===== src/rtl/mul_seq_64_pkg.sv =====
// rtl/mul_seq_64_pkg.sv - shared constants and state encoding for the sequential multiplier
// Purpose: operand width, iteration counter width, fixed latency and FSM states.
// Ports: none (package).
package mul_seq_64_pkg;

    localparam int WIDTH   = 64;
    localparam int CNT_W   = 7;
    // Edges from the accepting edge to the edge that enters DONE: 2 negate + 64 iterate + 1 fix.
    localparam int LATENCY = 67;

    typedef enum logic [2:0] {
        S_IDLE = 3'd0,
        S_NEGA = 3'd1,
        S_NEGB = 3'd2,
        S_ITER = 3'd3,
        S_FIX  = 3'd4,
        S_DONE = 3'd5
    } state_e;

endpackage


===== src/rtl/mul_seq_64_adder.sv =====
// rtl/mul_seq_64_adder.sv - 64-bit two's complement adder shared by the multiplier datapath
// Purpose: combinational sum of two 64-bit operands plus signed-overflow indication.
// Ports:
//   a_i        - addend A
//   b_i        - addend B
//   sum_o      - A + B modulo 2^64
//   overflow_o - signed overflow of A + B
module adder_64 (
    input  logic [63:0] a_i,
    input  logic [63:0] b_i,
    output logic [63:0] sum_o,
    output logic        overflow_o
);

    assign sum_o      = a_i + b_i;
    assign overflow_o = (a_i[63] == b_i[63]) && (sum_o[63] != a_i[63]);

endmodule


===== src/rtl/mul_seq_64.sv =====
// rtl/mul_seq_64.sv - multi-cycle signed 64x64 multiplier built around one shared adder
// Purpose: sign-magnitude shift-add multiply; returns the low 64 bits and signed overflow.
// Ports:
//   clk      - system clock, rising edge
//   rst      - synchronous active-high reset
//   start    - operation request, accepted only in IDLE
//   a, b     - signed operands, sampled on the accepting edge
//   busy     - high in every state except IDLE
//   done     - one-cycle pulse when result/overflow are valid
//   result   - low 64 bits of a*b
//   overflow - true product does not fit in signed 64 bits
module mul_seq_64
    import mul_seq_64_pkg::*;
(
    input  logic             clk,
    input  logic             rst,
    input  logic             start,
    input  logic [WIDTH-1:0] a,
    input  logic [WIDTH-1:0] b,
    output logic             busy,
    output logic             done,
    output logic [WIDTH-1:0] result,
    output logic             overflow
);

    localparam logic [CNT_W-1:0] CNT_LAST = CNT_W'(WIDTH - 1);

    state_e             state_q;
    logic [WIDTH-1:0]   a_q;
    logic [WIDTH-1:0]   b_q;
    logic [WIDTH-1:0]   mag_a_q;
    logic [WIDTH-1:0]   hi_q;
    logic [WIDTH-1:0]   lo_q;
    logic [CNT_W-1:0]   cnt_q;
    logic               neg_q;
    logic [WIDTH-1:0]   result_q;
    logic               overflow_q;

    logic [WIDTH-1:0]   add_a;
    logic [WIDTH-1:0]   add_b;
    logic [WIDTH-1:0]   add_sum;
    logic               adder_ovf_unused;
    logic               carry;
    logic [WIDTH-1:0]   lo_s;
    logic               ovf;

    // The single adder is steered by state; idle states present zeros.
    always_comb begin
        add_a = '0;
        add_b = '0;
        unique case (state_q)
            S_NEGA: begin
                add_a = ~a_q;
                add_b = WIDTH'(1);
            end
            S_NEGB: begin
                add_a = ~b_q;
                add_b = WIDTH'(1);
            end
            S_ITER: begin
                add_a = hi_q;
                add_b = lo_q[0] ? mag_a_q : '0;
            end
            S_FIX: begin
                add_a = ~lo_q;
                add_b = WIDTH'(1);
            end
            default: begin
                add_a = '0;
                add_b = '0;
            end
        endcase
    end

    adder_64 u_adder (
        .a_i        (add_a),
        .b_i        (add_b),
        .sum_o      (add_sum),
        .overflow_o (adder_ovf_unused)
    );

    // Unsigned carry-out recovered from the MSBs of inputs and sum.
    assign carry = (add_a[WIDTH-1] & add_b[WIDTH-1])
                 | ((add_a[WIDTH-1] | add_b[WIDTH-1]) & ~add_sum[WIDTH-1]);

    assign lo_s = neg_q ? add_sum : lo_q;

    // A negative result may reach exactly -2^63; a positive one must stay below 2^63.
    assign ovf = (hi_q != '0)
               | (neg_q ? (lo_q[WIDTH-1] & (|lo_q[WIDTH-2:0])) : lo_q[WIDTH-1]);

    always_ff @(posedge clk) begin
        if (rst) begin
            state_q    <= S_IDLE;
            a_q        <= '0;
            b_q        <= '0;
            mag_a_q    <= '0;
            hi_q       <= '0;
            lo_q       <= '0;
            cnt_q      <= '0;
            neg_q      <= 1'b0;
            result_q   <= '0;
            overflow_q <= 1'b0;
        end else begin
            unique case (state_q)
                S_IDLE: begin
                    if (start) begin
                        a_q     <= a;
                        b_q     <= b;
                        neg_q   <= a[WIDTH-1] ^ b[WIDTH-1];
                        state_q <= S_NEGA;
                    end
                end
                S_NEGA: begin
                    mag_a_q <= a_q[WIDTH-1] ? add_sum : a_q;
                    state_q <= S_NEGB;
                end
                S_NEGB: begin
                    hi_q    <= '0;
                    lo_q    <= b_q[WIDTH-1] ? add_sum : b_q;
                    cnt_q   <= '0;
                    state_q <= S_ITER;
                end
                S_ITER: begin
                    // {hi, lo} <= {carry, sum, lo} >> 1
                    hi_q  <= {carry, add_sum[WIDTH-1:1]};
                    lo_q  <= {add_sum[0], lo_q[WIDTH-1:1]};
                    cnt_q <= cnt_q + 1'b1;
                    if (cnt_q == CNT_LAST) begin
                        state_q <= S_FIX;
                    end
                end
                S_FIX: begin
                    result_q   <= lo_s;
                    overflow_q <= ovf;
                    state_q    <= S_DONE;
                end
                S_DONE: begin
                    state_q <= S_IDLE;
                end
                default: begin
                    state_q <= S_IDLE;
                end
            endcase
        end
    end

    assign busy     = (state_q != S_IDLE);
    assign done     = (state_q == S_DONE);
    assign result   = result_q;
    assign overflow = overflow_q;

endmodule


===== config.mk =====
export PLATFORM = sky130hd
export DESIGN_NAME = mul_seq_64
export DESIGN_NICKNAME = d
export VERILOG_FILES = /design/src/rtl/mul_seq_64_pkg.sv /design/src/rtl/mul_seq_64_adder.sv /design/src/rtl/mul_seq_64.sv
export SDC_FILE = /design/constraint.sdc
export NUM_CORES = 1
export LEC_CHECK = 0
export BUFFER_PORTS_ARGS = -buffer_cell sky130_fd_sc_hd__buf_2
export CAP_MARGIN = 20
export CORE_ASPECT_RATIO = 0.5
export CORE_MARGIN = 5
export CORE_UTILIZATION = 60
export DETAILED_ROUTE_END_ITERATION = 8
export PLACE_DENSITY = 0.91
export SLEW_MARGIN = 20
export SYNTH_ARGS = -nofsm -noshare
export SYNTH_HDL_FRONTEND = slang
export SYNTH_SLANG_ARGS = --single-unit

===== constraint.sdc =====
create_clock -name clk -period 5.5 [get_ports clk]
set_input_delay 1.65 -clock clk [delete_from_list [all_inputs] [get_ports clk]]
set_output_delay 1.65 -clock clk [all_outputs]
set_load 0.005 [all_outputs]

### Yosys cells after proc, flatten, opt, wreduce, memory -nomap -nowiden

Cells that the tools add are included.

* register bits: 396
* bits of input ports: 131
* word-level logic and storage cells: 52

* $add $sub $neg: 2
* eq/ne operators: 8
* muxes and demuxes: 13
* bitwise logic cells: 11
* reductions and logical operators: 8

Operators by type and width (number)
* 64-bit one-hot mux with 2 select lines: 3
* 64-bit two-way mux: 4
* 64-bit one-hot mux with 4 select lines: 1
* 64-bit NOT: 3
* 64-bit adder: 1
* 64-bit nonzero test: 1
* 63-bit OR reduction: 1
* 3-bit one-hot mux with 5 select lines: 1
* 7-bit one-hot mux with 2 select lines: 1
* 7-bit by 1-bit adder with 7-bit output, second input constant: 1
* 7-bit by 6-bit == test with 1-bit output, second input constant: 1
* 3-bit by 2-bit == test with 1-bit output, second input constant: 2
* 3-bit == test, second input constant: 2
* 3-bit two-way mux: 2
* 2-bit inequality test, second input constant: 2
* 2-bit AND reduction: 2
* 1-bit AND: 3
* 3-bit by 1-bit == test with 1-bit output, second input constant: 1
* 3-bit zero test: 1
* 1-bit OR: 3
* 3-bit nonzero test: 1
* 3-bit OR reduction: 1
* 2-bit nonzero test: 1
* 1-bit two-way mux: 1
* other kinds (2): 2

### Depth between registers and ports, before layout

* word-level depth: 8
* mapped depth: 23

### By module

From an unflattened synthesis, not the netlist that was laid out.

* cells, all modules: 2768
* area total of the unflattened synthesis: 22082.4 sq um

Modules (own cells, without submodules)
* mul_seq_64: times used 1, cells each 2182, area each 18142.4 sq um, sequential area each 7927.6 sq um
* adder_64: times used 1, cells each 586, area each 3940.0 sq um, sequential area each 0.0 sq um

### Worst setup path before layout

Ideal clock, no wire load.

* path kind: reg2reg
* start point: register state_q[1]
* end point: register lo_q[63]
* setup time: 0.132 ns
* arrival time: 4.692 ns
* slack: 0.677 ns
* cell stages (with the launch flop): 24
* path buffers: 5
* period minus slack after synthesis: 4.823 ns
* path through: dfxtp_1 > clkbuf_1 > nand2b_1 > clkbuf_1 > nor2_1 > clkbuf_1 > clkbuf_1 > a21oi_1 > o221ai_1 > ha_1 > and3_1 > buf_6 > a22o_1 > o41a_1 > a21oi_2 > o221a_2 > a41oi_2 > o21a_1 > o21a_1 > o21ai_0 > nand2b_1 > fa_1 > a221oi_1 > nor3_1

* longest elaborated chain between the ends: 6
* elaborated cells between the ends (all ways): 11
* those cells by class: add/sub: 1; eq/ne: 4; mux: 4; reduce/logical: 2

RTL lines
* start, declared: RTL line mul_seq_64.sv:28 `state_e state_q;`
* start signal, assigned: RTL line mul_seq_64.sv:94 `state_q <= S_IDLE;`
* start signal, assigned: RTL line mul_seq_64.sv:111 `state_q <= S_NEGA;`
* start signal, assigned: RTL line mul_seq_64.sv:116 `state_q <= S_NEGB;`
* 3-bit == test (tied with other cells): RTL line mul_seq_64.sv:51 `unique case (state_q)`
* 3-bit OR reduction (no source line)
* 64-bit one-hot mux with 2 select lines: RTL line mul_seq_64.sv:51
* 64-bit adder: RTL line mul_seq_64_adder.sv:15 `assign sum_o = a_i + b_i;`
* 64-bit two-way mux: RTL line mul_seq_64.sv:120 `lo_q <= b_q[WIDTH-1] ? add_sum : b_q;`
* 64-bit one-hot mux with 2 select lines: RTL line mul_seq_64.sv:105 `unique case (state_q)`
* end signal, assigned: RTL line mul_seq_64.sv:120
* end signal, assigned: RTL line mul_seq_64.sv:127 `lo_q <= {add_sum[0], lo_q[WIDTH-1:1]};`
* end, declared: RTL line mul_seq_64.sv:33 `logic [WIDTH-1:0] lo_q;`

Several ways; a longest one is shown, not always the timed one.
A chain may end at the register's enable or synchronous reset.

### Final worst setup path

* start point: register state_q[0]
* end point: register result_q[63] (netlist: result[63])

* longest elaborated chain between the ends: 5
* elaborated cells between the ends (all ways): 9
* those cells by class: add/sub: 1; eq/ne: 4; mux: 3; reduce/logical: 1

RTL lines
* 3-bit == test (tied with other cells): RTL line mul_seq_64.sv:51, mul_seq_64.sv:105
* 3-bit OR reduction (no source line)
* 64-bit one-hot mux with 2 select lines: RTL line mul_seq_64.sv:51
* 64-bit adder: RTL line mul_seq_64_adder.sv:15
* 64-bit two-way mux: RTL line mul_seq_64.sv:86 `assign lo_s = neg_q ? add_sum : lo_q;`
* end signal, assigned: RTL line mul_seq_64.sv:134 `result_q <= lo_s;`
* end, declared: RTL line mul_seq_64.sv:36 `logic [WIDTH-1:0] result_q;`

Several ways; a longest one is shown, not always the timed one.

==> results.yml <==
clocking:
  cts_root_buffer: "sky130_fd_sc_hd__clkbuf_16"
  htree_num_levels: 2
  clock_sinks: 396
  clkTransAtPathRegs_ns: 0.07
  clock_latency_late_sink_ns: 0.56
  post_cts_hold_buffer_count: 0
  cts_buffers: 37
  cts_buffer_depth: 3
  tritoncts: "built"
placed_design:
  gp_routability_congestion: 1.03
  pre_cts_ws_ns: 0.198
  place.port_buffers: 197
  hpwl_mm: 54.9
synthesis:
  library_cells_used_by_synthesis: 67
  mappedNetlistNets: 3062
  syn-cell-area_um2: 21500
  postSynth.topFlopCell: "sky130_fd_sc_hd__dfxtp_1"
  post_synthesis_cell_count: 2865
  synth_sequential_area_ratio: 0.369
  ys.warnings.count: 0
  asyncSetResetFlopFracSynth: 0
  postSynthAreaPerCell_um2: 7.50
  synth-seq-cells: 396
  synth-edff-count: 0
timing:
  relSlewSlack: 0.174
  max_slew.worst_pin.slew_ns: 1.23
  maximum_clock_frequency_mhz: 190
  hold_ws_ns: 0.460
  finalCriticalPeriod_ns: 5.27
  fin_crit_sh: 0.957
  skew_ns: 0.0249
  setup-tns-final_ns: 0
  timing.final.max_slew_violations: 0
  timing.final.setup_violations: 0
  timing.final.hold_violations: 0
  timing.final.ws_setup_ns: 0.235
critical_path:
  timing.rr.start: "state_q[0]"
  timing.rr.end: "result[63]"
  cp_data_required_time_ns: 5.96
  worst_r2r_path_depth: 21
  cp-end-kind: "flop"
  reg2reg_slack_ns: 0.23
  timing_worst_setup_path_type: "reg -> reg"
  startpoint_types: "flop"
  cp_max_fo: 66
  worst_ep_arrival_time_ns: 5.73
global_route:
  total_routing_usage_gr: 0.378
  grt_pass1_vias: 21200
  grt_pass1_wl_mm: 121
  antenna_violations_before_repair: 0
  grt.overflow.total: 0
  grt_max_degree: 106
die:
  die_outline_area_um2: 39900
  initial_utilization: 0.603
  dieWidth_um: 278
  fp.coreArea_um2: 35600
  io-pin-count: 198
  floorplan.rows: 49
  chipHeight_um: 144
finish:
  final_layout_size_suffix_gt1_frac: 0.124
  flow.area_growth_from_synthesis_pct: 12.9
  filler_cell_count_in_the_final_layout: 2921
  nets: 3139
  num_antenna_cells: 0
  multi_input_comb_area_um2: 12600
  area.sequential_um2: 7940
run:
  cap_violations: 0
drt:
  vias: 23300
  routed_length_per_instance_um: 23.2
  post_drt_via_cell_ratio: 6.74
  number_of_iterations_in_the_first_detailed_routing_pass: 9
  detail_route.wirelength_mm: 80.1
  postRouteAntennaNets: 0
  first_iter_violations: 4002
  route.detailed.drc: 16
pwr:
  static-leakage-power_uw: 0.00988
  power.density_cell_area_nw_per_um2: 306
  worst_vdd_drop_mv: 0.208
min_path:
  whs_endpoint: "a_q[53]"
  worst_hold_path_type: "reg -> reg"
  hold-path-cell-count: 2
  hold_path.startpoint: "a_q[53]"
status:
  failed_checks: "design-rule violations"
  outcome: "finished, violations left"
-- power by group --
group	total (uW)	switching [uW]	internal [uW]
sequential	3160	157	3000
combinational	1380	935	441
clock	2880	1210	1680
-- cells by family (layout without fill, tap and decap cells) --
logic type | Yosys count | count (layout) | synth area share
buffers and inverters | 269 | 372 | 0.0476
AND/OR/NAND/NOR | 992 | 992 | 0.202
flip-flops | 396 | 396 | 0.369
XOR/XNOR | 58 | 58 | 0.0236
multiplexers | 71 | 71 | 0.0331
adder cells (fa/ha/maj) | 66 | 66 | 0.0391
AO/OA/AOI/OAI | 1013 | 1013 | 0.286
-- placed cells by master (no fill, tap or decap), types with 6 or more instances in the layout --
cell type,instances
sky130_fd_sc_hd__nand3_1,33
sky130_fd_sc_hd__nor4_1,35
sky130_fd_sc_hd__o31ai_1,7
sky130_fd_sc_hd__mux2i_1,70
sky130_fd_sc_hd__a22o_1,20
sky130_fd_sc_hd__o21a_1,10
sky130_fd_sc_hd__clkbuf_1,8
sky130_fd_sc_hd__o21ai_1,12
sky130_fd_sc_hd__o21ai_0,205
sky130_fd_sc_hd__o221ai_1,37
sky130_fd_sc_hd__a31oi_1,26
sky130_fd_sc_hd__o211ai_1,9
sky130_fd_sc_hd__a211oi_1,66
sky130_fd_sc_hd__bufinv_16,7
sky130_fd_sc_hd__nand2_1,497
sky130_fd_sc_hd__xnor2_1,34
sky130_fd_sc_hd__dfxtp_1,391
sky130_fd_sc_hd__a22oi_1,41
sky130_fd_sc_hd__buf_2,196
sky130_fd_sc_hd__nand2b_1,8
sky130_fd_sc_hd__o21bai_1,11
sky130_fd_sc_hd__nor2_1,229
sky130_fd_sc_hd__and3_1,73
sky130_fd_sc_hd__a2bb2oi_1,6
sky130_fd_sc_hd__or3_1,11
sky130_fd_sc_hd__a21oi_1,423
sky130_fd_sc_hd__o22ai_1,28
sky130_fd_sc_hd__nor3_1,44
sky130_fd_sc_hd__clkbuf_16,39
sky130_fd_sc_hd__nor2b_1,10
sky130_fd_sc_hd__a221oi_1,6
sky130_fd_sc_hd__ha_1,64
sky130_fd_sc_hd__nand4_1,15
sky130_fd_sc_hd__and4_1,18
sky130_fd_sc_hd__xor2_1,24
sky130_fd_sc_hd__inv_1,30
sky130_fd_sc_hd__o41ai_1,6
sky130_fd_sc_hd__buf_4,70
sky130_fd_sc_hd__a21o_1,48
-- metal layers --
metal	wire length (um)	GRT usage
met4	3550	0.147
met1	31500	0.507
met2	32900	0.559
met5	55	0.0105
met3	12100	0.137
-- Yosys cell counts (5+ instances only) --
master / n / area (um2)
sky130_fd_sc_hd__a211oi_1: 66 / 495
sky130_fd_sc_hd__a21o_1: 48 / 360
sky130_fd_sc_hd__a21oi_1: 423 / 2120
sky130_fd_sc_hd__a221o_1: 5 / 50.1
sky130_fd_sc_hd__a221oi_1: 6 / 52.6
sky130_fd_sc_hd__a22o_1: 20 / 175
sky130_fd_sc_hd__a22oi_1: 41 / 308
sky130_fd_sc_hd__a2bb2oi_1: 6 / 52.6
sky130_fd_sc_hd__a311oi_1: 5 / 43.8
sky130_fd_sc_hd__a31oi_1: 27 / 169
sky130_fd_sc_hd__and2_1: 6 / 37.5
sky130_fd_sc_hd__and3_1: 73 / 457
sky130_fd_sc_hd__and4_1: 18 / 158
sky130_fd_sc_hd__buf_1: 26 / 97.6
sky130_fd_sc_hd__clkbuf_1: 206 / 773
sky130_fd_sc_hd__dfxtp_1: 396 / 7930
sky130_fd_sc_hd__ha_1: 64 / 801
sky130_fd_sc_hd__inv_1: 31 / 116
sky130_fd_sc_hd__mux2i_1: 70 / 701
sky130_fd_sc_hd__nand2_1: 500 / 1880
sky130_fd_sc_hd__nand2b_1: 9 / 56.3
sky130_fd_sc_hd__nand3_1: 33 / 165
sky130_fd_sc_hd__nand4_1: 15 / 93.8
sky130_fd_sc_hd__nor2_1: 233 / 875
sky130_fd_sc_hd__nor2b_1: 10 / 62.6
sky130_fd_sc_hd__nor3_1: 44 / 220
sky130_fd_sc_hd__nor4_1: 35 / 219
sky130_fd_sc_hd__o211ai_1: 9 / 67.6
sky130_fd_sc_hd__o21a_1: 10 / 75.1
sky130_fd_sc_hd__o21ai_0: 205 / 1030
sky130_fd_sc_hd__o21ai_1: 12 / 60.1
sky130_fd_sc_hd__o21bai_1: 11 / 82.6
sky130_fd_sc_hd__o221ai_1: 38 / 333
sky130_fd_sc_hd__o22ai_1: 28 / 175
sky130_fd_sc_hd__o31ai_1: 7 / 52.6
sky130_fd_sc_hd__o41ai_1: 6 / 52.6
sky130_fd_sc_hd__or3_1: 12 / 75.1
sky130_fd_sc_hd__xnor2_1: 34 / 298
sky130_fd_sc_hd__xor2_1: 24 / 210
-- worst max-delay path: stages, from the launching register on --
cell and delay [ns]:
sky130_fd_sc_hd__dfxtp_4 0.37, sky130_fd_sc_hd__clkinv_1 0.07, sky130_fd_sc_hd__buf_6 0.35, sky130_fd_sc_hd__nor2_4 0.11
sky130_fd_sc_hd__buf_12 0.20, sky130_fd_sc_hd__a21oi_1 0.18, sky130_fd_sc_hd__o221ai_1 0.14, sky130_fd_sc_hd__ha_1 0.41
sky130_fd_sc_hd__a21o_1 0.21, sky130_fd_sc_hd__a21o_1 0.17, sky130_fd_sc_hd__a21oi_1 0.26, sky130_fd_sc_hd__o221ai_2 0.24
sky130_fd_sc_hd__o21ai_1 0.37, sky130_fd_sc_hd__buf_4 0.19, sky130_fd_sc_hd__a41oi_2 0.12, sky130_fd_sc_hd__o21a_1 0.21
sky130_fd_sc_hd__o21a_1 0.18, sky130_fd_sc_hd__o21ai_0 0.14, sky130_fd_sc_hd__nand2b_1 0.10, sky130_fd_sc_hd__fa_1 0.71
sky130_fd_sc_hd__mux2i_1 0.12, sky130_fd_sc_hd__a211oi_1 0.26
-- stage by stage --
stage               utilization  total power [uW]  area [um2]  instances
global route              0.681              7630       24300       3452
floorplan                     -              4020       21500       2865
finish                    0.681              7420       24300       3452
CTS                       0.680              7330       24200       3451
global placement          0.643              4480       22900       3386
detailed placement        0.643              4510       22900       3386
-- sequential cells by signal (all words and copies together), names as in the netlist --
signal    count
lo_q         64
state_q       3
cnt_q         7
overflow      1
b_q          64
a_q          64
neg_q         1
hi_q         64
mag_a_q      64
result       64
-- layout make-up --
type	count	area share
flip-flops and latches	396	0.327
clock inverters	15	0.0111
inverters	32	0.00495
repair buffers	275	0.0682
well taps	484	0.0250
clock buffers	50	0.0432
multi-input cells	2200	0.520
-- repair_timing --
action                     in CTS  in global routing
gates resized for setup         0                  7
setup endpoints to repair       0                  4
buffers inserted                0                  1
-- worst max path at each step --
stage	from	end	slack, ns	cells past startpoint
floorplan	state_q[1]	lo_q[63]	0.68	23
global placement	state_q[0]	mag_a_q[63]	0.23	21
detailed placement	state_q[0]	mag_a_q[63]	0.20	21
CTS	state_q[0]	lo_q[63]	0.16	21
global route	state_q[1]	lo_q[63]	-0.06	22
finish	state_q[0]	result[63]	0.23	21
No activity file was read; power rests on OpenSTA's default activity.
